File: src/rtl/uart_rx_cfg.sv
// Configurable UART receiver: 5..9 data bits, optional odd/even parity, 1 or 2 stop bits,
// 3-sample majority vote per bit, false-start rejection, framing/parity/break reporting.
module uart_rx_cfg #(
   parameter int unsigned CLKS_PER_BIT = 5208,
   parameter int unsigned DATA_BITS    = 8,
   parameter int unsigned PARITY       = 0,
   parameter int unsigned STOP_BITS    = 1
) (
   input  logic                 sclk,
   input  logic                 rst,
   input  logic                 rx,
   output logic [DATA_BITS-1:0] po_data,
   output logic                 po_flag,
   output logic                 parity_err,
   output logic                 frame_err,
   output logic                 break_det,
   output logic                 busy
);

   localparam int unsigned CW  = $clog2(CLKS_PER_BIT);
   localparam int unsigned MID = CLKS_PER_BIT / 2;

   localparam logic [CW-1:0] CNT_LAST = CW'(CLKS_PER_BIT - 1);
   localparam logic [CW-1:0] SMP_A    = CW'(MID - 1);
   localparam logic [CW-1:0] SMP_B    = CW'(MID);
   localparam logic [CW-1:0] SMP_C    = CW'(MID + 1);
   localparam logic [3:0]    DATA_LAST = 4'(DATA_BITS - 1);
   localparam logic [3:0]    STOP_LAST = 4'(STOP_BITS - 1);
   localparam logic          PAR_ODD   = (PARITY == 1);

   typedef enum logic [2:0] {
      ST_IDLE,
      ST_START,
      ST_DATA,
      ST_PARITY,
      ST_STOP,
      ST_WAIT_HI
   } state_t;

   state_t               state;
   logic                 s1, s2, s3;
   logic [CW-1:0]        cnt;
   logic [3:0]           bit_cnt;
   logic                 smp_a, smp_b;
   logic                 bit_maj;
   logic [DATA_BITS-1:0] sr;
   logic                 par_acc;
   logic                 par_bad;
   logic                 stop_bad;
   logic                 all_zero;

   // Third vote is the live s2 value, so the decision lands on the cnt = MID+1 edge.
   always_comb begin
      bit_maj = (smp_a & smp_b) | (smp_a & s2) | (smp_b & s2);
   end

   always_ff @(posedge sclk) begin
      if (rst) begin
         state      <= ST_IDLE;
         s1         <= 1'b1;
         s2         <= 1'b1;
         s3         <= 1'b1;
         cnt        <= '0;
         bit_cnt    <= '0;
         smp_a      <= 1'b1;
         smp_b      <= 1'b1;
         sr         <= '0;
         par_acc    <= 1'b0;
         par_bad    <= 1'b0;
         stop_bad   <= 1'b0;
         all_zero   <= 1'b0;
         po_data    <= '0;
         po_flag    <= 1'b0;
         parity_err <= 1'b0;
         frame_err  <= 1'b0;
         break_det  <= 1'b0;
         busy       <= 1'b0;
      end else begin
         s1 <= rx;
         s2 <= s1;
         s3 <= s2;

         po_flag    <= 1'b0;
         parity_err <= 1'b0;
         frame_err  <= 1'b0;
         break_det  <= 1'b0;

         if (state == ST_IDLE || state == ST_WAIT_HI || cnt == CNT_LAST) begin
            cnt <= '0;
         end else begin
            cnt <= cnt + 1'b1;
         end

         if (cnt == SMP_A) smp_a <= s2;
         if (cnt == SMP_B) smp_b <= s2;

         case (state)
            ST_IDLE: begin
               if (s3 && !s2) begin
                  state    <= ST_START;
                  busy     <= 1'b1;
                  bit_cnt  <= '0;
                  par_acc  <= 1'b0;
                  par_bad  <= 1'b0;
                  stop_bad <= 1'b0;
                  all_zero <= 1'b1;
               end
            end

            ST_START: begin
               if (cnt == SMP_C && bit_maj) begin
                  state <= ST_IDLE;
                  busy  <= 1'b0;
               end else if (cnt == CNT_LAST) begin
                  state <= ST_DATA;
               end
            end

            ST_DATA: begin
               if (cnt == SMP_C) begin
                  sr      <= {bit_maj, sr[DATA_BITS-1:1]};
                  par_acc <= par_acc ^ bit_maj;
                  if (bit_maj) all_zero <= 1'b0;
               end
               if (cnt == CNT_LAST) begin
                  if (bit_cnt == DATA_LAST) begin
                     bit_cnt <= '0;
                     state   <= (PARITY != 0) ? ST_PARITY : ST_STOP;
                  end else begin
                     bit_cnt <= bit_cnt + 1'b1;
                  end
               end
            end

            ST_PARITY: begin
               if (cnt == SMP_C) begin
                  par_bad <= ((par_acc ^ bit_maj) != PAR_ODD);
                  if (bit_maj) all_zero <= 1'b0;
               end
               if (cnt == CNT_LAST) state <= ST_STOP;
            end

            ST_STOP: begin
               if (cnt == SMP_C) begin
                  if (bit_cnt == STOP_LAST) begin
                     po_data    <= sr;
                     po_flag    <= 1'b1;
                     parity_err <= par_bad;
                     frame_err  <= stop_bad | ~bit_maj;
                     break_det  <= all_zero & ~bit_maj;
                     bit_cnt    <= '0;
                     // Leaving at mid-stop lets a following start bit be caught with no gap.
                     if (bit_maj) begin
                        state <= ST_IDLE;
                        busy  <= 1'b0;
                     end else begin
                        state <= ST_WAIT_HI;
                     end
                  end else begin
                     if (bit_maj) all_zero <= 1'b0;
                     else         stop_bad <= 1'b1;
                     bit_cnt <= bit_cnt + 1'b1;
                  end
               end
            end

            ST_WAIT_HI: begin
               if (s2) begin
                  state <= ST_IDLE;
                  busy  <= 1'b0;
               end
            end

            default: begin
               state <= ST_IDLE;
               busy  <= 1'b0;
            end
         endcase
      end
   end

endmodule
File: config.mk
export PLATFORM = sky130hd
export DESIGN_NAME = uart_rx_cfg
export DESIGN_NICKNAME = d
export VERILOG_FILES = /design/src/rtl/uart_rx_cfg.sv
export SDC_FILE = /design/constraint.sdc
export NUM_CORES = 1
export LEC_CHECK = 0
export CAP_MARGIN = 10
export CORE_ASPECT_RATIO = 1.4
export CORE_MARGIN = 8
export CORE_UTILIZATION = 52
export DETAILED_ROUTE_END_ITERATION = 7
export PLACE_DENSITY = 0.75
export SLEW_MARGIN = 20
export SYNTH_ARGS = -nofsm -noshare
export SYNTH_HDL_FRONTEND = slang
export SYNTH_SLANG_ARGS = --single-unit
File: constraint.sdc
create_clock -name sclk -period 2.1 [get_ports sclk]
set_input_delay 0.525 -clock sclk [delete_from_list [all_inputs] [get_ports sclk]]
set_output_delay 0.525 -clock sclk [all_outputs]
set_load 0.05 [all_outputs]
==> flow_summary.toml <==
[power]
power_leakage_nw = 1.21
finalPower_mw = 2.46
power_density_nw_per_um2 = 818
peakVddDrop_v = 0.000626

[clock_tree]
clk_latency_ps = 310
htree_levels = 2
clkTransAtPathRegs_ps = 90
cts_hold_buf = 0
cts_tree = "done"
numCtsBuffers = 5
clockRootBuffer = "clkbuf_8"
clockBufferDepth = 2
cts_sinks = 50

[min_path]
min_path_cells = 1
hold_class = "register to register"

[routing]
drtPass1Iterations = 5
final_antenna_net_count = 0
drc = 0
post_drt_wl_per_cell_microns = 15.1
viasPerCell = 5.55
drt_iter0_markers = 105
via_count = 2027
wl_microns = 5510

[synth]
syn_inst = 259
ys_async_sr_fraction_pct = 0
synth_xor_area_share_pct = 4.54
syn_nets = 267
synthMuxAreaShare_pct = 5.73
ys_seq_elements = 50
seq_area_frac_synth_pct = 43.2
synth-compound-area-share_pct = 15.0
yosys_warnings = 0
synth_area_per_cell_sq_um = 8.94
ys.flop_type = "dfxtp_1"
synth_area_sq_um = 2320
synth_edf_count = 0
yosys.area_share.simple_pct = 25.0
synth-adder-area-share_pct = 2.70
synth_cell_types = 55
synth_top_family_by_area = "simple AND/OR/NAND/NOR gates"

[worst_setup_path]
crit_fanout = 3
cp.required_ps = 2300
cp.arrival_ps = 2420
reg2reg_depth = 6
worstSetupPathType = "register to register"
end_kind = "register"
cp-start-kind = "register"

[place]
gp_congestion = 0.902
dpl-instance-area_sq_um = 2720
portBuffers = 15
place_hpwl_microns = 3800
dp_cells = 352

[timing]
slew_viol_final = 0
max_freq_mhz = 450
fin_setup_tns_ps = -1280
setup_ws_ps = -125
fin_skew_ps = 4.49
timing_hold_violations_final = 0
slew_headroom_pct = 61.0
setup_viol = 16
fin_crit_ps = 2220
grt_setup_unrepaired = "yes"
worst_pin_slew_ps = 580
fin_crit_sh_pct = 106

[finish]
final_nets = 312
stdcell_count = 365
final_cell_mix = "48 x dfxtp_1, 29 x nor2_1, 27 x buf_4"
n_fill_cell = 354
syn_to_final_growth_pct = 30.0
drive_gt1_share_pct = 25.6
antenna_cells = 0
design_area_sq_um = 3010
final_common_cell = "dfxtp_1"

[floorplanning]
dieWidth_microns = 72.4
io_pins = 16
fp-row-count = 28
core_sq_um = 4270
start_util_pct = 54.2
die_h_microns = 95.0
die_area_sq_um = 6880

[run]
cap_violations = 0

[outcome]
failed_checks = "setup timing"
status = "finished, violations left"

[global_routing]
grt_remaining_overflow = 0
grt_pass1_vias = 1976
grt_pass1_wl_microns = 8690
grtUsageTotal_pct = 15.8
grt_antenna_before_repair = 0
grt_max_degree = 17
-- Yosys cell counts (2+ instances only) --
cell	count	area share (%)
mux2_2	2	0.97
o32ai_1	2	0.76
a41oi_1	2	0.76
nor2_1	29	4.7
nor3b_1	2	0.65
and3_1	7	1.9
dfxtp_1	50	43
nor4_1	4	1.1
and3_2	3	0.97
a211oi_1	3	0.97
a21o_1	2	0.65
nand4_1	2	0.54
nor3_1	9	1.9
a311oi_1	2	0.76
xnor2_1	7	2.6
xor2_1	5	1.9
nand2_1	30	4.9
nand3_1	4	0.86
ha_1	5	2.7
or2_2	3	0.81
a21oi_1	14	3.0
o21a_1	3	0.97
o31ai_1	2	0.65
inv_1	11	1.8
mux2i_1	11	4.8
clkbuf_1	8	1.3
and2_1	2	0.54
o21ai_0	7	1.5
nor4bb_1	2	0.86
-- logic make-up after synthesis --
| family | Yosys count |
|---|---|
| flops | 50 |
| xor+xnor | 12 |
| fa+ha+maj | 5 |
| buf+inv | 21 |
| simple gates | 110 |
| mux | 13 |
| compound gates | 48 |
-- repair_timing --
item | CTS | global route
resized for setup | 6 | 28
pin swaps | 5 | 9
cloned | 0 | 0
hold endpoints to repair | 0 | 0
endpoints found under the setup margin | 20 | 30
setup buffers | 2 | 3
-- state kept, by name, summed over array words and instances, names as in the netlist --
| register | cells |
|---|---|
| sr | 8 |
| all_zero | 1 |
| busy | 1 |
| po_data | 8 |
| po_flag | 1 |
| frame_err | 1 |
| par_bad | 1 |
| cnt | 13 |
| break_det | 1 |
| parity_err | 1 |
| smp_a | 1 |
| stop_bad | 1 |
| s3 | 1 |
| state | 3 |
| bit_cnt | 4 |
| par_acc | 1 |
| smp_b | 1 |
| s2 | 1 |
| s1 | 1 |
-- worst paths after layout --
path / start / end / slack (ps)
worst max-delay path: cnt[4]$_SDFF_PP0_ / bit_cnt[3]$_SDFFE_PP0P_ / -120
worst min-delay path: s1$_SDFF_PP1_ / s2$_SDFF_PP1_ / 420
worst max register to register: cnt[4]$_SDFF_PP0_ / bit_cnt[3]$_SDFFE_PP0P_ / -120
worst min register to register: s1$_SDFF_PP1_ / s2$_SDFF_PP1_ / 420
-- per-layer routing --
layer / track usage [%] / part of all wire, % / vias to the layer above
met3: 3.18 / 3.8 / 19
li1: - / - / 1011
met1: 15.7 / 39 / 949
met2: 28.8 / 54 / 48
met5: 0 / 0 / -
met4: 10.7 / 3.4 / 0
-- per-stage QoR --
step	hold WS, ps	setup WS, ps	util (%)
final	416	-125	70.5
after global routing	449	-205	70.5
after CTS	421	-157	67.1
after detailed placement	398	-165	63.6
after global placement	396	-110	63.6
after floorplan	389	-165	-
-- worst max-delay path: stages, from the launching register on --
cell and delay, ps:
dfxtp_2 330, or4b_4 540, or4_4 480, a2111oi_4 400
buf_4 190, o21a_1 110, o32ai_1 60
-- area by class of cell --
type	instances	area, sq um	share of cell area (%)
Timing Repair Buffer	48	420	14.0
Multi-Input combinational cell	188	1360	45.1
Tap cell	60	75.1	2.49
Clock buffer	5	68.8	2.29
Clock inverter	3	43.8	1.45
Inverter	11	41.3	1.37
Sequential cell	50	1000	33.3
-- report_power, final --
group	switching (mW)	leakage [nW]	internal [mW]
combinational	0.430	0.748	0.323
clock	0.328	0.0585	0.357
sequential	0.0368	0.405	0.991
total	0.794	1.21	1.67
Note: power is estimated with default switching activity, not from simulation.
